$ cat src/rtl/dt_classify_arbiter_if.sv
// Bundle of requester, classifier and result signals for dt_classify_arbiter.
// The slave side is the arbiter; the master side is its surroundings.
interface dt_classify_arbiter_if #(
    parameter int unsigned N = 8,
    parameter int unsigned C = 3,
    parameter int unsigned R = 4
);
    localparam int unsigned IW = (R > 1) ? $clog2(R) : 1;

    logic [R-1:0]   req_valid;
    logic [R-1:0]   req_ready;
    logic [R*N-1:0] req_va, req_vb, req_vc, req_ia, req_ib, req_ic;
    logic [N-1:0]   dt_va, dt_vb, dt_vc, dt_ia, dt_ib, dt_ic;
    logic [C-1:0]   dt_cls;
    logic           out_valid;
    logic           out_ready;
    logic [C-1:0]   out_cls;
    logic [IW-1:0]  out_id;
    logic [15:0]    result_count;

    modport master (
        output req_valid, req_va, req_vb, req_vc, req_ia, req_ib, req_ic, dt_cls, out_ready,
        input  req_ready, dt_va, dt_vb, dt_vc, dt_ia, dt_ib, dt_ic, out_valid, out_cls,
        input  out_id, result_count
    );

    modport slave (
        input  req_valid, req_va, req_vb, req_vc, req_ia, req_ib, req_ic, dt_cls, out_ready,
        output req_ready, dt_va, dt_vb, dt_vc, dt_ia, dt_ib, dt_ic, out_valid, out_cls,
        output out_id, result_count
    );
endinterface

$ cat src/rtl/dt_classify_arbiter.sv
// Round-robin arbiter sharing one combinational decision-tree classifier among R
// requesters: grant, drive registered feature bus, capture class, return tagged result.
module dt_classify_arbiter #(
    parameter int unsigned N = 8,
    parameter int unsigned C = 3,
    parameter int unsigned R = 4
) (
    input logic               clk,
    input logic               rst_n,
    dt_classify_arbiter_if.slave bus
);
    localparam int unsigned IW = (R > 1) ? $clog2(R) : 1;

    typedef enum logic [1:0] {StIdle, StEval, StHold} state_e;

    state_e        state_q, state_d;
    logic [IW-1:0] last_grant_q, gid_q;
    logic [N-1:0]  va_q, vb_q, vc_q, ia_q, ib_q, ic_q;
    logic [C-1:0]  out_cls_q;
    logic [IW-1:0] out_id_q;
    logic [15:0]   count_q, count_d;

    logic          grant_found;
    logic [IW-1:0] grant_idx;
    logic [IW-1:0] cand;
    logic [R-1:0]  req_ready;
    logic          out_valid;
    logic          accept;
    logic          handshake;

    // Search upward from last_grant+1, wrapping; i == R lands back on last_grant.
    always_comb begin
        grant_found = 1'b0;
        grant_idx   = '0;
        cand        = '0;
        for (int unsigned i = 1; i <= R; i++) begin
            cand = IW'((32'(last_grant_q) + i) % R);
            if (!grant_found && bus.req_valid[cand]) begin
                grant_found = 1'b1;
                grant_idx   = cand;
            end
        end
    end

    always_ff @(posedge clk or negedge rst_n) begin
        if (!rst_n) begin
            state_q <= StIdle;
        end else begin
            state_q <= state_d;
        end
    end

    always_comb begin
        state_d = state_q;
        case (state_q)
            StIdle:  if (grant_found) state_d = StEval;
            StEval:  state_d = StHold;
            StHold:  if (bus.out_ready) state_d = StIdle;
            default: state_d = StIdle;
        endcase
    end

    always_comb begin
        req_ready = '0;
        out_valid = 1'b0;
        accept    = 1'b0;
        handshake = 1'b0;
        case (state_q)
            StIdle: begin
                if (grant_found) begin
                    req_ready[grant_idx] = 1'b1;
                    accept               = 1'b1;
                end
            end
            StHold: begin
                out_valid = 1'b1;
                handshake = bus.out_ready;
            end
            default: ;
        endcase
    end

    assign count_d = handshake ? count_q + 16'd1 : count_q;

    always_ff @(posedge clk or negedge rst_n) begin
        if (!rst_n) begin
            last_grant_q <= IW'(R - 1);
            gid_q        <= '0;
            va_q         <= '0;
            vb_q         <= '0;
            vc_q         <= '0;
            ia_q         <= '0;
            ib_q         <= '0;
            ic_q         <= '0;
            out_cls_q    <= '0;
            out_id_q     <= '0;
            count_q      <= '0;
        end else begin
            if (accept) begin
                va_q         <= bus.req_va[grant_idx*N +: N];
                vb_q         <= bus.req_vb[grant_idx*N +: N];
                vc_q         <= bus.req_vc[grant_idx*N +: N];
                ia_q         <= bus.req_ia[grant_idx*N +: N];
                ib_q         <= bus.req_ib[grant_idx*N +: N];
                ic_q         <= bus.req_ic[grant_idx*N +: N];
                gid_q        <= grant_idx;
                last_grant_q <= grant_idx;
            end
            // Classifier output has had the whole EVAL cycle to settle.
            if (state_q == StEval) begin
                out_cls_q <= bus.dt_cls;
                out_id_q  <= gid_q;
            end
            count_q <= count_d;
        end
    end

    assign bus.req_ready    = req_ready;
    assign bus.out_valid    = out_valid;
    assign bus.out_cls      = out_cls_q;
    assign bus.out_id       = out_id_q;
    assign bus.result_count = count_q;
    assign bus.dt_va        = va_q;
    assign bus.dt_vb        = vb_q;
    assign bus.dt_vc        = vc_q;
    assign bus.dt_ia        = ia_q;
    assign bus.dt_ib        = ib_q;
    assign bus.dt_ic        = ic_q;
endmodule

$ cat src/flat_wrapper.sv
// flat-port wrapper written by rule: the top's interface ports become plain ports
module dt_classify_arbiter_flat 
#(
    parameter int unsigned N = 8,
    parameter int unsigned C = 3,
    parameter int unsigned R = 4
)
  (clk, rst_n, bus_req_valid, bus_req_va, bus_req_vb, bus_req_vc, bus_req_ia, bus_req_ib, bus_req_ic, bus_dt_cls, bus_out_ready, bus_req_ready, bus_dt_va, bus_dt_vb, bus_dt_vc, bus_dt_ia, bus_dt_ib, bus_dt_ic, bus_out_valid, bus_out_cls, bus_out_id, bus_result_count);
  dt_classify_arbiter_if #(.N(N), .C(C), .R(R)) bus_i ();
  input logic clk;
  input logic rst_n;
  input wire logic [$bits(bus_i.req_valid)-1:0] bus_req_valid;
  input wire logic [$bits(bus_i.req_va)-1:0] bus_req_va;
  input wire logic [$bits(bus_i.req_vb)-1:0] bus_req_vb;
  input wire logic [$bits(bus_i.req_vc)-1:0] bus_req_vc;
  input wire logic [$bits(bus_i.req_ia)-1:0] bus_req_ia;
  input wire logic [$bits(bus_i.req_ib)-1:0] bus_req_ib;
  input wire logic [$bits(bus_i.req_ic)-1:0] bus_req_ic;
  input wire logic [$bits(bus_i.dt_cls)-1:0] bus_dt_cls;
  input wire logic [$bits(bus_i.out_ready)-1:0] bus_out_ready;
  output wire logic [$bits(bus_i.req_ready)-1:0] bus_req_ready;
  output wire logic [$bits(bus_i.dt_va)-1:0] bus_dt_va;
  output wire logic [$bits(bus_i.dt_vb)-1:0] bus_dt_vb;
  output wire logic [$bits(bus_i.dt_vc)-1:0] bus_dt_vc;
  output wire logic [$bits(bus_i.dt_ia)-1:0] bus_dt_ia;
  output wire logic [$bits(bus_i.dt_ib)-1:0] bus_dt_ib;
  output wire logic [$bits(bus_i.dt_ic)-1:0] bus_dt_ic;
  output wire logic [$bits(bus_i.out_valid)-1:0] bus_out_valid;
  output wire logic [$bits(bus_i.out_cls)-1:0] bus_out_cls;
  output wire logic [$bits(bus_i.out_id)-1:0] bus_out_id;
  output wire logic [$bits(bus_i.result_count)-1:0] bus_result_count;
  assign bus_i.req_valid = bus_req_valid;
  assign bus_i.req_va = bus_req_va;
  assign bus_i.req_vb = bus_req_vb;
  assign bus_i.req_vc = bus_req_vc;
  assign bus_i.req_ia = bus_req_ia;
  assign bus_i.req_ib = bus_req_ib;
  assign bus_i.req_ic = bus_req_ic;
  assign bus_i.dt_cls = bus_dt_cls;
  assign bus_i.out_ready = bus_out_ready;
  assign bus_req_ready = bus_i.req_ready;
  assign bus_dt_va = bus_i.dt_va;
  assign bus_dt_vb = bus_i.dt_vb;
  assign bus_dt_vc = bus_i.dt_vc;
  assign bus_dt_ia = bus_i.dt_ia;
  assign bus_dt_ib = bus_i.dt_ib;
  assign bus_dt_ic = bus_i.dt_ic;
  assign bus_out_valid = bus_i.out_valid;
  assign bus_out_cls = bus_i.out_cls;
  assign bus_out_id = bus_i.out_id;
  assign bus_result_count = bus_i.result_count;
  dt_classify_arbiter #(.N(N), .C(C), .R(R)) u_core (.clk(clk), .rst_n(rst_n), .bus(bus_i));
endmodule
$ cat config.mk
export PLATFORM = sky130hd
export DESIGN_NAME = dt_classify_arbiter_flat
export DESIGN_NICKNAME = d
export VERILOG_FILES = /design/src/rtl/dt_classify_arbiter_if.sv /design/src/rtl/dt_classify_arbiter.sv /design/src/flat_wrapper.sv
export SDC_FILE = /design/constraint.sdc
export NUM_CORES = 1
export LEC_CHECK = 0
export ABC_AREA = 0
export CAP_MARGIN = 20
export CORE_MARGIN = 5
export CORE_UTILIZATION = 40
export CTS_CLUSTER_DIAMETER = 120
export DETAILED_ROUTE_END_ITERATION = 8
export PLACE_DENSITY = 0.88
export SYNTH_ARGS = -nofsm -noshare
export SYNTH_HDL_FRONTEND = slang
export SYNTH_SLANG_ARGS = --single-unit
export TNS_END_PERCENT = 10
$ cat constraint.sdc
create_clock -name clk -period 7 [get_ports clk]
set_clock_uncertainty 0.05 [all_clocks]
set_input_delay 2.1 -clock clk [delete_from_list [all_inputs] [get_ports clk]]
set_output_delay 2.1 -clock clk [all_outputs]
set_load 0.01 [all_outputs]
After elaboration in Yosys (flattened, before gate mapping)
Index checks and enable logic that the tools add are counted.
{"block": "totals", "ff_bits": 75, "inputBits": 202, "mem_bits_rw": 0, "elab_cells": 69, "mem_count": 0, "out_inout_bits": 74, "latch_bits": 0, "rom_bits": 0}
{"block": "op_classes", "magnitude_cmp": 6, "shifts": 6, "reduce_logical": 9, "bitwise": 0, "n_addsub": 5, "multipliers": 0, "n_eq_ne": 4, "n_div": 0, "n_mux": 27}
{"cell": "$shiftx 32x6->8", "count": 6}
{"cell": "$add 16x1->16 const B", "count": 1}
{"cell": "$lt 2x3->1 const B", "count": 5}
{"cell": "$mux 1", "count": 13}
{"cell": "$mux 2", "count": 6}
{"cell": "$bmux 1 s2", "count": 4}
{"cell": "$mux 4", "count": 2}
{"cell": "$pmux 2 s3", "count": 1}
{"cell": "$add 2x1->2 const B", "count": 2}
{"cell": "$add 2x2->2 const B", "count": 2}
{"cell": "$logic_and 1x1->1", "count": 4}
{"cell": "$logic_not 1->1", "count": 3}
{"cell": "$demux 1 s2", "count": 1}
{"cell": "$eq 2x1->1 const B", "count": 1}
{"cell": "$eq 2x2->1 const B", "count": 1}
{"cell": "$ge 2x1->1 const B", "count": 1}
{"cell": "$logic_not 2->1", "count": 1}
{"cell": "$ne 2x1->1 const B", "count": 1}
{"cell": "$ne 2x2->1 const B", "count": 1}
{"cell": "$reduce_and 2->1", "count": 1}

Longest topological paths before layout
Gate-level depths: netlist of run 1.
{"block": "depth", "depth_word": 19, "ltp_mapped": 7, "mapped_depth_nobuf": 5}

Worst setup path before layout of run 1
No wires, ideal clock.
{"block": "synth_path", "path_type": "input port to output port", "start": "input bus_req_valid[1]", "end": "output bus_req_ready[0]", "t_arrival_ps": 3211, "slack_ps": 1639, "path_buffers": 2, "t_required_ps": 4850, "stages": 6, "cell_sequence": "mux2_4 -> a32oi_2 -> and2_4 -> buf_12 -> buf_12 -> and2_1"}
{"block": "synth_via", "elab_chain_cells": 18, "word_cells_on_any_way": 29, "cone_classes": "order compare: 2; mux: 20; reduce/logical: 7"}
{"element": "start: declaration", "line": "flat_wrapper.sv:12", "rtl": "input wire logic [$bits(bus_i.req_valid)-1:0] bus_req_valid;"}
{"element": "$bmux 1 s2", "line": "dt_classify_arbiter.sv:38", "rtl": "if (!grant_found && bus.req_valid[cand]) begin"}
{"element": "$mux 1 (implied by the code)", "line": "dt_classify_arbiter.sv:38"}
{"element": "$mux 1", "line": "dt_classify_arbiter.sv:38"}
{"element": "$logic_not 1->1", "line": "dt_classify_arbiter.sv:38"}
{"element": "$logic_and 1x1->1", "line": "dt_classify_arbiter.sv:38"}
{"element": "$mux 1", "line": "dt_classify_arbiter.sv:38"}
{"element": "$logic_not 1->1", "line": "dt_classify_arbiter.sv:38"}
{"element": "$logic_and 1x1->1", "line": "dt_classify_arbiter.sv:38"}
{"element": "[2 not listed]"}
{"element": "$logic_and 1x1->1", "line": "dt_classify_arbiter.sv:38"}
{"element": "$mux 2", "line": "dt_classify_arbiter.sv:38"}
{"element": "$lt 2x3->1 (implied by the code) or $ge 2x1->1 (tied branches)", "line": "dt_classify_arbiter.sv:71", "rtl": "req_ready[grant_idx] = 1'b1;"}
{"element": "$logic_and 1x1->1 (implied by the code)", "line": "dt_classify_arbiter.sv:71"}
{"element": "$mux 1 (implied by the code)", "line": "dt_classify_arbiter.sv:71"}
{"element": "$demux 1 s2"}
{"element": "$mux 4 (*)", "line": "dt_classify_arbiter.sv:70", "rtl": "if (grant_found) begin"}
{"element": "$mux 4 (*)", "line": "dt_classify_arbiter.sv:68", "rtl": "case (state_q)"}
{"element": "end: declaration", "line": "flat_wrapper.sv:21", "rtl": "output wire logic [$bits(bus_i.req_ready)-1:0] bus_req_ready;"}
Every way passes the cells marked *; elsewhere a longest branch is shown, timed or not. The select of a mux whose other input is x is not followed.

Worst setup path in the final report of run 1
{"block": "layout_path", "start": "input bus_req_valid[1]", "end": "output bus_req_ready[3]"}
Same word-level chain as after synthesis.

==> results list, run 1 <==
- Vias per cell: 5.47
- The floorplan has 39 rows.
- Peak supply drop: 0.000263 V
* Pin count of the biggest net entering global routing: 76
- GRT Overall Usage: 23.9%
* Routed WL: 16.8 mm
- In the routed design, unresolved DRC markers number 0.
- Leakage power: 0.00319 uW
- Buffer type at the clock tree root: sky130_fd_sc_hd__clkbuf_16
- Setup total negative slack on the finished layout was measured at 0 ps.
* Area taken by flip-flops and latches: 1880 sq um
- Clock Latency Late Sink: 330 ps
- In this run, synthesis produced a sequential element count of 75.
* Initial antenna violation count: 0
* Crit share post-route: 92.5%
- Proportion of layout cells with a drive suffix above 1: 12.2%
* Number of failing setup endpoints in the final timing report: 0
* Pins Over Slew Limit: 0
- At the end of routability-driven placement, the weighted congestion stood at 0.868.
- Period minus WS final: 6480 ps
* Post-Syn Nets: 643
- The first detailed-routing pass ran for 4 iterations.
* Count of buffers inserted at the top-level ports: 275
* Width of the die: 117 um
- Post-synthesis sequential area ratio: 41.0%
- In this run the vertical extent of the chip is 117 um.
- Non-Filler Instances: 849
* Achievable Freq: 0.154 GHz
- Class of the tightest hold or removal check: reg -> reg
- Once the clock tree was built, the resizer swapped 0 gates to a different size.
- Count of antenna-violating nets left after detailed routing: 0
- Hold timing on the final database bottoms out at a slack of 423 ps.
- The final hold violation count came to 0.
- The multi-input combinational cells in the finished layout cover a total of 2460 sq um.
- For the pin with the worst max-slew slack, the measured transition is 930 ps.
- Critical path start-end classification: in -> out
* Number of distinct standard cells referenced by the synthesized netlist: 38
- Number of DRC markers after the initial detailed-route iteration: 271
- Detailed-placement wirelength estimate: 13.0 mm
- Max-slew headroom at the worst pin: 38.0%
* Arrival time at the worst endpoint: 4330 ps
- The clock passes through at most 2 buffers.
- From synthesis to final layout, the design area changed by 67.5%.
* Overall power: 2780 uW
- The run finished with clean final reports.
- Pin placement for this block handled 276 I/O pins.
- Number of violations of the max-capacitance limit: 0
- In this run the register-to-register setup slack is 4410 ps.
- After global routing the overflow that remains totals 0.
- Number of buffers inserted by hold repair at cts: 0
- CTS tree: yes
- For this run, the number of Yosys warnings is 0.
- The die covers 13700 sq um.
- In this run the cell area of the synthesized design comes to 4590 sq um.
- Via count of the first global-routing pass: 5072
* Clock Sink Count: 75
- Dividing total power by cell area gives a power density of 362 nW/um^2.
- STA classifies the critical path endpoint as an output pin.
* Kind of start point of the critical path: primary input
- Fill cells in the final layout number 846.
- H-tree level count: 3
- The routed layout has 4644 vias.
- Number of nets in the layout: 904
* Largest fanout of any net on the critical path: 7
- Initial standard-cell utilization of the core: 40.5%
* Core footprint: 11300 sq um
- Post-Syn Instances: 440
- Clock transition at the registers of the reported paths: 70 ps
- Number of placed instances, taps included: 833
- Global-route wire length before repair: 25.1 mm
- In this run the post-CTS setup repair buffer count came out at 0.
- RSZ-0062 raised after global routing: no
* Inserted Clock Buffers: 9
* Syn Area/Cell: 10.4 sq um
- The number of antenna diodes in the final layout is 0.
- Wire length per cell: 19.8 um
- Required time reported for the critical path endpoint: 4850 ps
## where the power goes
part | leakage (uW) | switching [uW] | total, uW | internal [uW]
sequential | 0.000874 | 129 | 758 | 629
combinational | 0.00218 | 791 | 1570 | 784
clock | 0.000137 | 200 | 449 | 249
## metrics by stage
step	util [%]	setup slack, ps	instance area, sq um
after floorplan	-	1640	4590
after global placement	65.3	670	7400
final	67.9	522	7690
after detailed placement	65.3	588	7400
after global routing	67.9	456	7690
after CTS	67.9	570	7690
## cell type report
cell class,instances,share of cell area (%)
Sequential cell,75,24.5
Clock inverter,7,0.830
Multi-Input combinational cell,320,32.0
Clock buffer,9,2.93
Inverter,6,0.293
Timing Repair Buffer,289,37.1
Tap cell,143,2.33
## worst paths after layout
check	start	endpoint	cells past startpoint
setup / recovery	bus_req_valid[1]	bus_req_ready[3]	6
setup reg to reg	u_core.last_grant_q[1]	u_core.bus.dt_ic[0]	7
min in group asynchronous	rst_n	u_core.bus.result_count[7]	1
max in group asynchronous	rst_n	u_core.bus.dt_vc[4]	1
hold / removal	u_core.bus.result_count[15]	u_core.bus.result_count[15]	1
hold reg to reg	u_core.bus.result_count[15]	u_core.bus.result_count[15]	1
## cells in the final DEF (no fill, tap or decap), types with 10 or more instances in the layout
| cell type | Yosys | layout |
|---|---|---|
| sky130_fd_sc_hd__clkdlybuf4s50_1 | 0 | 274 |
| sky130_fd_sc_hd__dfrtp_1 | 73 | 73 |
| sky130_fd_sc_hd__nor2_1 | 55 | 55 |
| sky130_fd_sc_hd__a211oi_1 | 55 | 55 |
| sky130_fd_sc_hd__and3_1 | 51 | 51 |
| sky130_fd_sc_hd__mux2i_1 | 48 | 48 |
| sky130_fd_sc_hd__a211oi_2 | 41 | 41 |
| sky130_fd_sc_hd__buf_4 | 0 | 15 |
| sky130_fd_sc_hd__nand2_1 | 11 | 10 |
| sky130_fd_sc_hd__xnor2_1 | 10 | 10 |
## cell families after synthesis
family | share of synthesized area [%]
and+or+nand+nor | 15.6
AOI/OAI and AO/OA | 22.1
DFF | 41.0
muxes | 12.0
buffers and inverters | 6.14
xor gates and xnor gates | 2.86
adders and majority gates | 0.273
## routing by layer
layer	track usage [%]	vias up	wire (um)	share of wire, %
met5	0	-	0	0
met4	9.94	0	426	2.5
met3	7.87	30	1670	9.9
met2	41.6	227	8510	51
met1	26.8	2238	6220	37
li1	-	2149	-	-
## cells in the mapped netlist
| master | n | area, sq um |
|---|---|---|
| sky130_fd_sc_hd__a211oi_1 | 55 | 413 |
| sky130_fd_sc_hd__a211oi_2 | 41 | 513 |
| sky130_fd_sc_hd__a21boi_1 | 1 | 7.51 |
| sky130_fd_sc_hd__a21oi_1 | 3 | 15.0 |
| sky130_fd_sc_hd__a22oi_1 | 1 | 7.51 |
| sky130_fd_sc_hd__a31oi_1 | 1 | 6.26 |
| sky130_fd_sc_hd__a32oi_2 | 1 | 16.3 |
| sky130_fd_sc_hd__and2_1 | 3 | 18.8 |
| sky130_fd_sc_hd__and2_4 | 1 | 8.76 |
| sky130_fd_sc_hd__and3_1 | 51 | 319 |
| sky130_fd_sc_hd__and3b_1 | 1 | 8.76 |
| sky130_fd_sc_hd__and4_1 | 1 | 8.76 |
| sky130_fd_sc_hd__buf_12 | 6 | 120 |
| sky130_fd_sc_hd__buf_2 | 4 | 20.0 |
| sky130_fd_sc_hd__buf_6 | 1 | 11.3 |
| sky130_fd_sc_hd__clkbuf_1 | 26 | 97.6 |
| sky130_fd_sc_hd__clkbuf_2 | 2 | 10.0 |
| sky130_fd_sc_hd__dfrtp_1 | 73 | 1830 |
| sky130_fd_sc_hd__dfstp_2 | 2 | 52.6 |
| sky130_fd_sc_hd__ha_1 | 1 | 12.5 |
| sky130_fd_sc_hd__inv_1 | 6 | 22.5 |
| sky130_fd_sc_hd__mux2_2 | 5 | 56.3 |
| sky130_fd_sc_hd__mux2_4 | 1 | 15.0 |
| sky130_fd_sc_hd__mux2i_1 | 48 | 480 |
| sky130_fd_sc_hd__nand2_1 | 11 | 41.3 |
| sky130_fd_sc_hd__nand2b_1 | 4 | 25.0 |
| sky130_fd_sc_hd__nand3_1 | 3 | 15.0 |
| sky130_fd_sc_hd__nand4_1 | 3 | 18.8 |
| sky130_fd_sc_hd__nand4b_1 | 1 | 8.76 |
| sky130_fd_sc_hd__nor2_1 | 55 | 206 |
| sky130_fd_sc_hd__nor2b_1 | 2 | 12.5 |
| sky130_fd_sc_hd__nor3_1 | 2 | 10.0 |
| sky130_fd_sc_hd__nor3b_1 | 1 | 7.51 |
| sky130_fd_sc_hd__nor4_1 | 1 | 6.26 |
| sky130_fd_sc_hd__o21a_1 | 1 | 7.51 |
| sky130_fd_sc_hd__o21ai_0 | 6 | 30.0 |
| sky130_fd_sc_hd__xnor2_1 | 10 | 87.6 |
| sky130_fd_sc_hd__xor2_1 | 5 | 43.8 |
## flip-flops by register name, summed over array words and instances, names as in the netlist
signal and cells:
u_core.bus.dt_va 8, u_core.gid_q 2, u_core.bus.dt_ib 8, u_core.bus.out_id 2, u_core.bus.dt_ia 8, u_core.bus.dt_vb 8, u_core.last_grant_q 2, u_core.bus.dt_vc 8
u_core.state_q 2, u_core.bus.out_cls 3, u_core.bus.dt_ic 8, u_core.bus.result_count 16
## worst max-delay path: stages
cell	delay (ps)
sky130_fd_sc_hd__clkdlybuf4s50_1	520
sky130_fd_sc_hd__o21a_1	220
sky130_fd_sc_hd__o21ai_0	420
sky130_fd_sc_hd__nand4b_1	280
sky130_fd_sc_hd__nor2_1	210
sky130_fd_sc_hd__clkdlybuf4s50_1	570
(Power assumes the default switching activity.)
==> run 2: changes to the inputs <==
--- a/config.mk
+++ b/config.mk
@@ -7,7 +7,7 @@
 export LEC_CHECK = 0
 export ABC_AREA = 0
 export CAP_MARGIN = 20
-export CORE_MARGIN = 5
+export CORE_MARGIN = 10
 export CORE_UTILIZATION = 40
 export CTS_CLUSTER_DIAMETER = 120
 export DETAILED_ROUTE_END_ITERATION = 8
==> constraint.sdc (replaced) <==
create_clock -name clk -period 7.84 [get_ports clk]
set_clock_uncertainty 0.05 [all_clocks]
set_input_delay 2.352 -clock clk [delete_from_list [all_inputs] [get_ports clk]]
set_output_delay 2.352 -clock clk [all_outputs]
set_load 0.01 [all_outputs]
==> run 2 against run 1 <==
  * Count of clock-buffer cells in the layout unchanged
  * Global-route usage down 2.0 points
  * Hold slack improved by 3.8 ps
  * Via count is 1.1% lower
  * Die area grew 18%
  * Utilization up 0.15 points
  * Critical path type unchanged
  * Register-to-register slack improved by 510 ps
  * Total power down 9.8%
==> results list, run 2 (synthesized netlist as in run 1, its figures left out) <==
* Run status: complete, no violations
* Count of antenna-violating nets left after detailed routing: 0 (unchanged)
* Remaining Overflow, GRT: 0 (unchanged)
- The detailed-route wire length came to 18.1 mm (+7.7%).
* Clk pwr share: 17.0% (+0.9 points)
- Leaving out fill and tap cells, the most frequent cell in the layout is sky130_fd_sc_hd__clkdlybuf4s50_1.
- The startpoint identified for the worst hold timing path is u_core.bus.result_count[15].
- Global-route wire length before repair: 28.2 mm (+12%)
- Overall via count from detail_route: 4594 (-1.1%)
* Number of violations of the max-capacitance limit: 0 (unchanged)
- Vias per cell: 5.43 (-0.73%)
- Counting stages on the worst path, the most repeated cell is sky130_fd_sc_hd__clkdlybuf4s50_1.
* Count of unresolved DRC violations after routing: 0 (unchanged)
* Depth of the worst register-to-register path: 6 (-1)
* Core footprint: 11300 sq um (unchanged)
- Clock Sink Count: 75 (unchanged)
- The path class of the tightest hold or removal check is reg -> reg.
* Die Outline Area: 16200 sq um (+18%)
* GRT Overall Usage: 21.9% (-2.0 points)
- The count of routing violations after the opening detailed-route iteration came to 187 (-31%).
- The latest clock arrival within the worst-skew pair is 330 ps (about the same).
- The max-slew headroom at the worst pin was 36.1% (-1.9 points).
- The overall die height was 127 um (+8.5%).
- Arrival time at the worst endpoint: 4640 ps (+310 ps)
- Antenna diodes: 0 (unchanged)
- The worst hold path terminates at u_core.bus.result_count[15].
* H-tree level count: 3 (unchanged)
* Summed negative setup slack over all endpoints: 0 ps (unchanged)
- In the layout the commonest cells are 274 x sky130_fd_sc_hd__clkdlybuf4s50_1, 73 x sky130_fd_sc_hd__dfrtp_1, 55 x sky130_fd_sc_hd__nor2_1, 55 x sky130_fd_sc_hd__a211oi_1, 51 x sky130_fd_sc_hd__and3_1.
* Proportion of layout cells with a drive suffix above 1: 11.8% (-0.37 points)
- The final HPWL from detailed placement came to 14.3 mm (+10%).
- The die boundary width came to 127 um (+8.5%).
- The via count of the first global-routing pass was 5137 (+1.3%).
* Transition time of the tightest slew-check pin: 958 ps (+28.2 ps)
* Cells traversed along the worst timing path: clkdlybuf4s50_1, nor3b_1, a31oi_4, and2_4, and2_1, clkdlybuf4s50_1
* Required time reported for the critical path endpoint: 5440 ps (+590 ps)
* Pin count of the biggest net entering global routing: 76 (unchanged)
* Switching power total: 996 uW (-11%)
* Clock transition at the registers of the reported paths: 60 ps (about the same)
* Worst-case setup margin in the final layout: 801 ps (+279 ps)
- The logic gate share of total power came to 56.4% (-0.2 points).
- The minimum hold slack was 427 ps (+3.84 ps).
- Number of detailed-route iterations in the first pass: 6 (+2)
- The number of cells on the worst hold path is 1 (unchanged).
- Worst setup EP type: output pin
- Pins Over Slew Limit: 0 (unchanged)
- Critical-path cell with the highest stage delay: sky130_fd_sc_hd__clkdlybuf4s50_1
- Largest register FFs: 16 (unchanged)
* Number of nets in the layout: 901 (-0.33%)
* Number of failing setup endpoints in the final timing report: 0 (unchanged)
* Initial standard-cell utilization of the core: 40.5% (unchanged)
* Sw frac: 39.7% (-0.56 points)
- Top-level port count: 276 (unchanged)
* Cell Int Power: 1510 uW (-9.0%)
- The worst setup path is launched from a primary input.
- Initial antenna violation count: 0 (unchanged)
- Reg2reg end: u_core.bus.dt_vb[1]
* Layout area overhead: 67.9%
- The worst setup slack after placement was 437 ps (-150 ps).
- The quantity of hold-fixing buffers added after cts is 0 (unchanged).
- Routability-driven placement congestion ratio: 0.860 (-0.90%)
- The worst register-to-register path begins at u_core.last_grant_q[1].
- The number of buffers between clock root and the deepest sink came to 2 (unchanged).
* Final hold violation count: 0 (unchanged)
- The slack of the worst reg-to-reg path came to 4920 ps (+510 ps).
- The number of gates resized after cts came to 0 (unchanged).
- Crit share post-route: 89.8%
- The largest fanout on the critical path came to 22 (+15).
- The stage delay of the slowest cell on the critical path came to 560 ps (about the same).
- Setup Fix Bufs, Post-CTS: 0 (unchanged)
- The areal power density over the cells came to 326 nW/um^2 (-10%).
- Critical path start-end classification: in -> out
- Inserted Clock Buffers: 9 (unchanged)
- The average wire length per cell after detail routing came to 21.4 um (+8.1%).
- The design area is 7700 sq um (+0.23%).
* Total number of placement rows: 39 (unchanged)
* Largest delay contributor family on the critical path: buffers and inverters
* Buffer type at the clock tree root: sky130_fd_sc_hd__clkbuf_16
* Count of buffers inserted at the top-level ports: 275 (unchanged)
- Peak supply drop: 0.000240 V (-8.6%)
- Static timing analysis puts the maximum clock frequency at 0.142 GHz.
- TritonCTS built the clock tree.
* Instance area after placement: 7370 sq um (-0.41%)
- Setup repair after global routing left no endpoint under its margin.
- For the finished layout, the period the worst path requires is 7040 ps.
* Sequential group share of total power: 26.6% (-0.7 points)
- Crit path buf inv count: 2 (unchanged)
- The leakage dissipation is 0.00320 uW (+0.20%).
run 2: worst register-to-register path, delay by kind of cell, from the launching register on:
family,cells,cell delay [ps]
compound gates,2,700
simple gates,2,380
flops,1,590
buf+inv,1,620
mux,1,450
run 2: cell type report:
cell class                      instances  area (sq um)
Inverter                                6          22.5
Clock buffer                            9           225
Timing Repair Buffer                  286          2850
Sequential cell                        75          1880
Clock inverter                          7          83.8
Tap cell                              143           179
Fill cell                             842          3620
Multi-Input combinational cell        320          2460
run 2: power by group through the flow:
stage          registers [uW]  clock network (uW)  logic, uW
6_report                  667                 425       1420
2_1_floorplan             725                   0        758
4_1_cts                   667                 436       1430
3_3_place_gp              662                   0       1370
5_1_grt                   690                 456       1520
3_5_place_dp              672                   0       1420
run 2: how the worst max path moves through the flow:
| stage | start | endpoint | slack (ps) | cells after the start |
|---|---|---|---|---|
| after floorplan | bus_req_valid[1] | bus_req_ready[0] | 1970 | 6 |
| after global placement | bus_req_valid[1] | bus_req_ready[0] | 460 | 6 |
| after global routing | bus_req_valid[1] | bus_req_ready[0] | 700 | 6 |
| after CTS | bus_req_valid[1] | bus_req_ready[0] | 410 | 6 |
| final | bus_req_valid[1] | bus_req_ready[0] | 800 | 6 |
| after detailed placement | bus_req_valid[1] | bus_req_ready[0] | 440 | 6 |
run 2: per-stage QoR:
stage | utilization [%] | total power [uW] | cells
6_report | 68.0 | 2510 | 846
3_3_place_gp | 65.1 | 2040 | 829
4_1_cts | 67.8 | 2530 | 845
3_5_place_dp | 65.1 | 2090 | 829
2_1_floorplan | - | 1480 | 440
5_1_grt | 68.0 | 2670 | 846
run 2: routing by layer:
metal / global-route usage [%] / share of wire, % / vias up
met5: 0 / 0 / -
met4: 9.51 / 3.2 / 0
met3: 8.64 / 9.6 / 35
met2: 37.0 / 49 / 245
met1: 23.8 / 38 / 2167
li1: - / - / 2147
==> RTL change 1 (config.mk and constraints of run 2) <==
`N` is set to 8 in 3 places; all go to 7.
--- a/src/rtl/dt_classify_arbiter_if.sv
+++ b/src/rtl/dt_classify_arbiter_if.sv
@@ -3,3 +3,3 @@
 interface dt_classify_arbiter_if #(
-    parameter int unsigned N = 8,
+    parameter int unsigned N = 7,
     parameter int unsigned C = 3,
--- a/src/rtl/dt_classify_arbiter.sv
+++ b/src/rtl/dt_classify_arbiter.sv
@@ -3,3 +3,3 @@
 module dt_classify_arbiter #(
-    parameter int unsigned N = 8,
+    parameter int unsigned N = 7,
     parameter int unsigned C = 3,
--- a/src/flat_wrapper.sv
+++ b/src/flat_wrapper.sv
@@ -3,3 +3,3 @@
 #(
-    parameter int unsigned N = 8,
+    parameter int unsigned N = 7,
     parameter int unsigned C = 3,
Interface: changed (12 resized); port bits go from 276 to 246. No check against the original RTL was run, so the function may have changed too.
==> RTL change 1 against run 2 <==
- die area is 7.2% lower
- wire length is 11% lower
- power is 14% lower
- area after synthesis is 8.5% lower
- cell count is 9.9% lower
- worst hold slack hardly changed
- fmax is 3.8% lower
- sequential cell count is 6 lower
- register-to-register slack worse by 430 ps
- final area is 10% lower
- setup slack worse by 280 ps
- critical endpoint is now bus_req_ready[1]
==> RTL change 1: results (changes against run 2) <==
run_status: "finished, final reports clean"
r2r_setup_slack_ps: 4490  # -430 ps
grt.total_usage_pct: 21.0  # -0.84 points
drive_above_1_share_pct: 13.3  # +1.5 points
wl_per_cell_um: 21.2  # -0.83%
multi_input_gates: 287  # -10%
drtIter0Drc: 356  # +90%
placed_cell_area_mm2: 0.00670  # -9.1%
syn_nets: 571  # -11%
final_nets: 800  # -11%
seq_cells: 69  # -8.0%
dp_cells: 746  # -10%
io_buffers: 245  # -11%
max_stage_delay_ps: 800  # +240 ps
arrival_ps: 4920  # +280 ps
synthMuxAreaShare_pct: 16.2  # +4.1 points
reg2reg_to: "u_core.bus.dt_ic[6]"
p_leak_nw: 2.87  # -10%
synthXorXnorAreaFrac_pct: 3.13  # +0.27 points
worstPathMaxFanout: 43  # +95%
synthTopCellsByArea: "dfrtp_1 40%, mux2_4 13%, a221o_1 10%, nand3_1 5.5%, a21oi_1 5.4%"
root_buffer: "clkbuf_8"
synthAdderAreaFrac_pct: 0.298  # +0.025 points
grt_max_degree: 59  # -22%
fin_crit_sh_pct: 93.3  # +3.6 points
grt_pass1_wl_mm: 25.1  # -11%
buf_share_pct: 36.1  # -0.92 points
synth-compound-area-share_pct: 23.4  # +1.3 points
crit_end: "bus_req_ready[1]"
fillers: 799  # -5.1%
seqCellArea_mm2: 0.00173  # -8.0%
instances_no_fill: 762  # -9.9%
vdd_drop_max_v: 0.000162  # -33%
n_all_buffers: 252  # -12%
==> RTL change 1: cell count changes after synthesis, sizes merged, moves of 3 or more <==
cell and delta:
nand3 +43, mux2i -47, a21oi +42, mux2 +41, a211oi -96, dfrtp -6, inv -4, a221o +42
nor2 -48, clkbuf -3, and3 -45, o21ai +37
==> RTL change 1: stage by stage <==
stage	hold slack, ps	utilization [%]
detailed placement	418	65.2
CTS	432	67.4
finish	427	67.4
global placement	407	65.2
global route	453	67.4
floorplan	396	-
==> RTL change 1: metal layers <==
| metal | vias up | global-route usage, % | part of all wire (%) |
|---|---|---|---|
| li1 | 1952 | - | - |
| met1 | 2077 | 22.8 | 37 |
| met2 | 206 | 37.5 | 52 |
| met3 | 33 | 7.02 | 8.5 |
| met4 | 0 | 7.36 | 2.8 |
| met5 | - | 0 | 0 |
==> RTL change 1: kinds of logic after synthesis <==
| family | after synthesis |
|---|---|
| AO/OA/AOI/OAI | 139 |
| AND/OR/NAND/NOR | 84 |
| multiplexers | 48 |
| flip-flops | 69 |
| buffers and inverters | 36 |
| XOR/XNOR | 15 |
| adder cells (fa/ha/maj) | 1 |
==> RTL change 1: report_power, final <==
part           switching [mW]  internal, mW  total, mW
sequential              0.113         0.510      0.623
combinational           0.564         0.654       1.22
clock                   0.147         0.181      0.328
total                   0.823          1.34       2.17
==> RTL change 1: worst reg2reg max path: stages (launching register included) <==
cell	delay, ps
dfstp_2	660
mux2i_2	410
o2bb2ai_4	370
nor2_8	520
buf_4	500
mux2_1	430
a221o_1	310
==> RTL change 2 (settings of run 2) <==
Made on the original files. Re-encode `state_e` (3 states) as one-hot, 3 bits wide.
--- a/src/rtl/dt_classify_arbiter.sv
+++ b/src/rtl/dt_classify_arbiter.sv
@@ -13,3 +13,3 @@
 
-    typedef enum logic [1:0] {StIdle, StEval, StHold} state_e;
+    typedef enum logic [2:0] {StIdle = 3'b001, StEval = 3'b010, StHold = 3'b100} state_e;
 
Behaviour: same outputs for any inputs over 4 cycles, from zero or initial values and one cycle with rst_n low; so few cycles prove little.
==> RTL change 2 against run 2 <==
- first-iteration DRC count is 14% higher
- critical path depth is 2 higher
- sequential power hardly changed
- area after synthesis is 7.3% lower
- sequential cell count is 1 higher
- worst hold slack hardly changed
- setup slack worse by 260 ps
- utilization is 2.2 points higher
- power is 11% lower
- via count is 9.5% lower
- final area is 5.8% lower
- non-clock buffer count is 5 lower
- wire length is 11% lower
==> RTL change 2: results (changes against run 2) <==
run_status: "finished, final reports clean"
grt_max_degree: 77  # +1.3%
dp_hpwl_mm: 13.2  # -7.9%
synthXorXnorAreaFrac_pct: 3.09  # +0.23 points
vdd_drop_max_v: 0.000192  # -20%
synthMuxAreaShare_pct: 24.2  # +12 points
cts.clk_slew.worst_paths_ps: 80  # +20 ps
dp_cells: 771  # -7.0%
finalWirelength_mm: 16.0  # -11%
fillers: 728  # -14%
yosysSeqAreaShare_pct: 44.8  # +3.9 points
syn_nets: 585  # -9.0%
grt_pass1_vias: 4572  # -11%
grt.total_usage_pct: 20.5  # -1.4 points
drtPass1Iterations: 4  # -2
place_ws_ps: 546  # +109 ps
placed_cell_area_mm2: 0.00706  # -4.1%
vias_per_cell: 5.28  # -2.7%
drive_above_1_share_pct: 6.14  # -5.7 points
synth-compound-area-share_pct: 12.6  # -9.5 points
worstPathMaxFanout: 31  # +41%
synthTopCellsByArea: "dfrtp_1 43%, mux2i_1 23%, o221ai_1 6.2%, nand2_1 3.7%, a221oi_2 3.5%"
synth_commonest_cells: "97 x mux2i_1, 73 x dfrtp_1, 42 x nand2_1"
drtIter0Drc: 214  # +14%
gp_congestion: 0.857  # -0.43%
arrival_ps: 4900  # +260 ps
grt_pass1_wl_mm: 24.6  # -13%
root_buffer: "clkbuf_8"
cts_htree_levels: 3  # unchanged
slew_viol_final: 0  # unchanged
p_leak_nw: 3.10  # -3.0%
clock_insertion_delay_worst_skew_ps: 340
hold_ws_ps: 427  # +0.204 ps
synthAdderAreaFrac_pct: 0.294  # +0.022 points
vias: 4159  # -9.5%
final_nets: 849  # -5.8%
tightest_slew_ps: 1020  # +63.8 ps
## RTL change 2: changes by cell type in the layout (fill, tap and decap cells not counted), moves of 8 or more
cell and delta:
a211oi_1 -54, a211oi_2 -41, a221oi_1 +8, a221oi_2 +10, and3_1 -50, clkbuf_16 -9, clkbuf_8 +9, mux2i_1 +49
nand2_1 +32, nor2_1 -25, o221ai_1 +30
## RTL change 2: how the worst max path moves through the flow
stage	to	start	cells past startpoint	slack [ps]
after floorplan	bus_req_ready[2]	bus_req_valid[3]	6	1820
after global placement	bus_req_ready[2]	bus_req_valid[3]	7	580
after detailed placement	bus_req_ready[2]	bus_req_valid[3]	7	550
after CTS	bus_req_ready[1]	bus_req_valid[3]	8	520
after global routing	bus_req_ready[1]	bus_req_valid[3]	8	310
final	bus_req_ready[1]	bus_req_valid[3]	8	540
## RTL change 2: cell type report
class | count | area (um2) | area share [%]
clock buffers | 10 | 128 | 1.76
clock inverters | 6 | 65.1 | 0.897
inverters | 3 | 11.3 | 0.155
multi-input cells | 275 | 2180 | 30.0
flip-flops and latches | 76 | 1910 | 26.3
well taps | 136 | 170 | 2.35
repair buffers | 281 | 2800 | 38.5
## RTL change 2: where the power goes
| group | internal [mW] | switching, mW | leakage (nW) |
|---|---|---|---|
| clock network | 0.147 | 0.142 | 0.0962 |
| logic | 0.654 | 0.621 | 2.08 |
| registers | 0.565 | 0.101 | 0.926 |
| total | 1.37 | 0.865 | 3.10 |
## RTL change 2: logic make-up after synthesis
group	after synthesis
xor+xnor	15
simple gates	100
fa+ha+maj	1
flops	76
mux	102
compound gates	57
buf+inv	31
## RTL change 2: metal layers
layer  vias up  wire length, um  GRT usage [%]
met5         -                0              0
met2       199             8150           36.2
met3        19             1960           10.5
li1       1955                -              -
met1      1986             5640           20.9
met4         0              291           5.46
## RTL change 2: critical path: stages
cell and delay (ps):
clkdlybuf4s50_1 480, or4_1 560, nand3_2 110, buf_4 330, inv_2 280, nand2b_1 180
nor2_1 60, clkdlybuf4s50_1 530
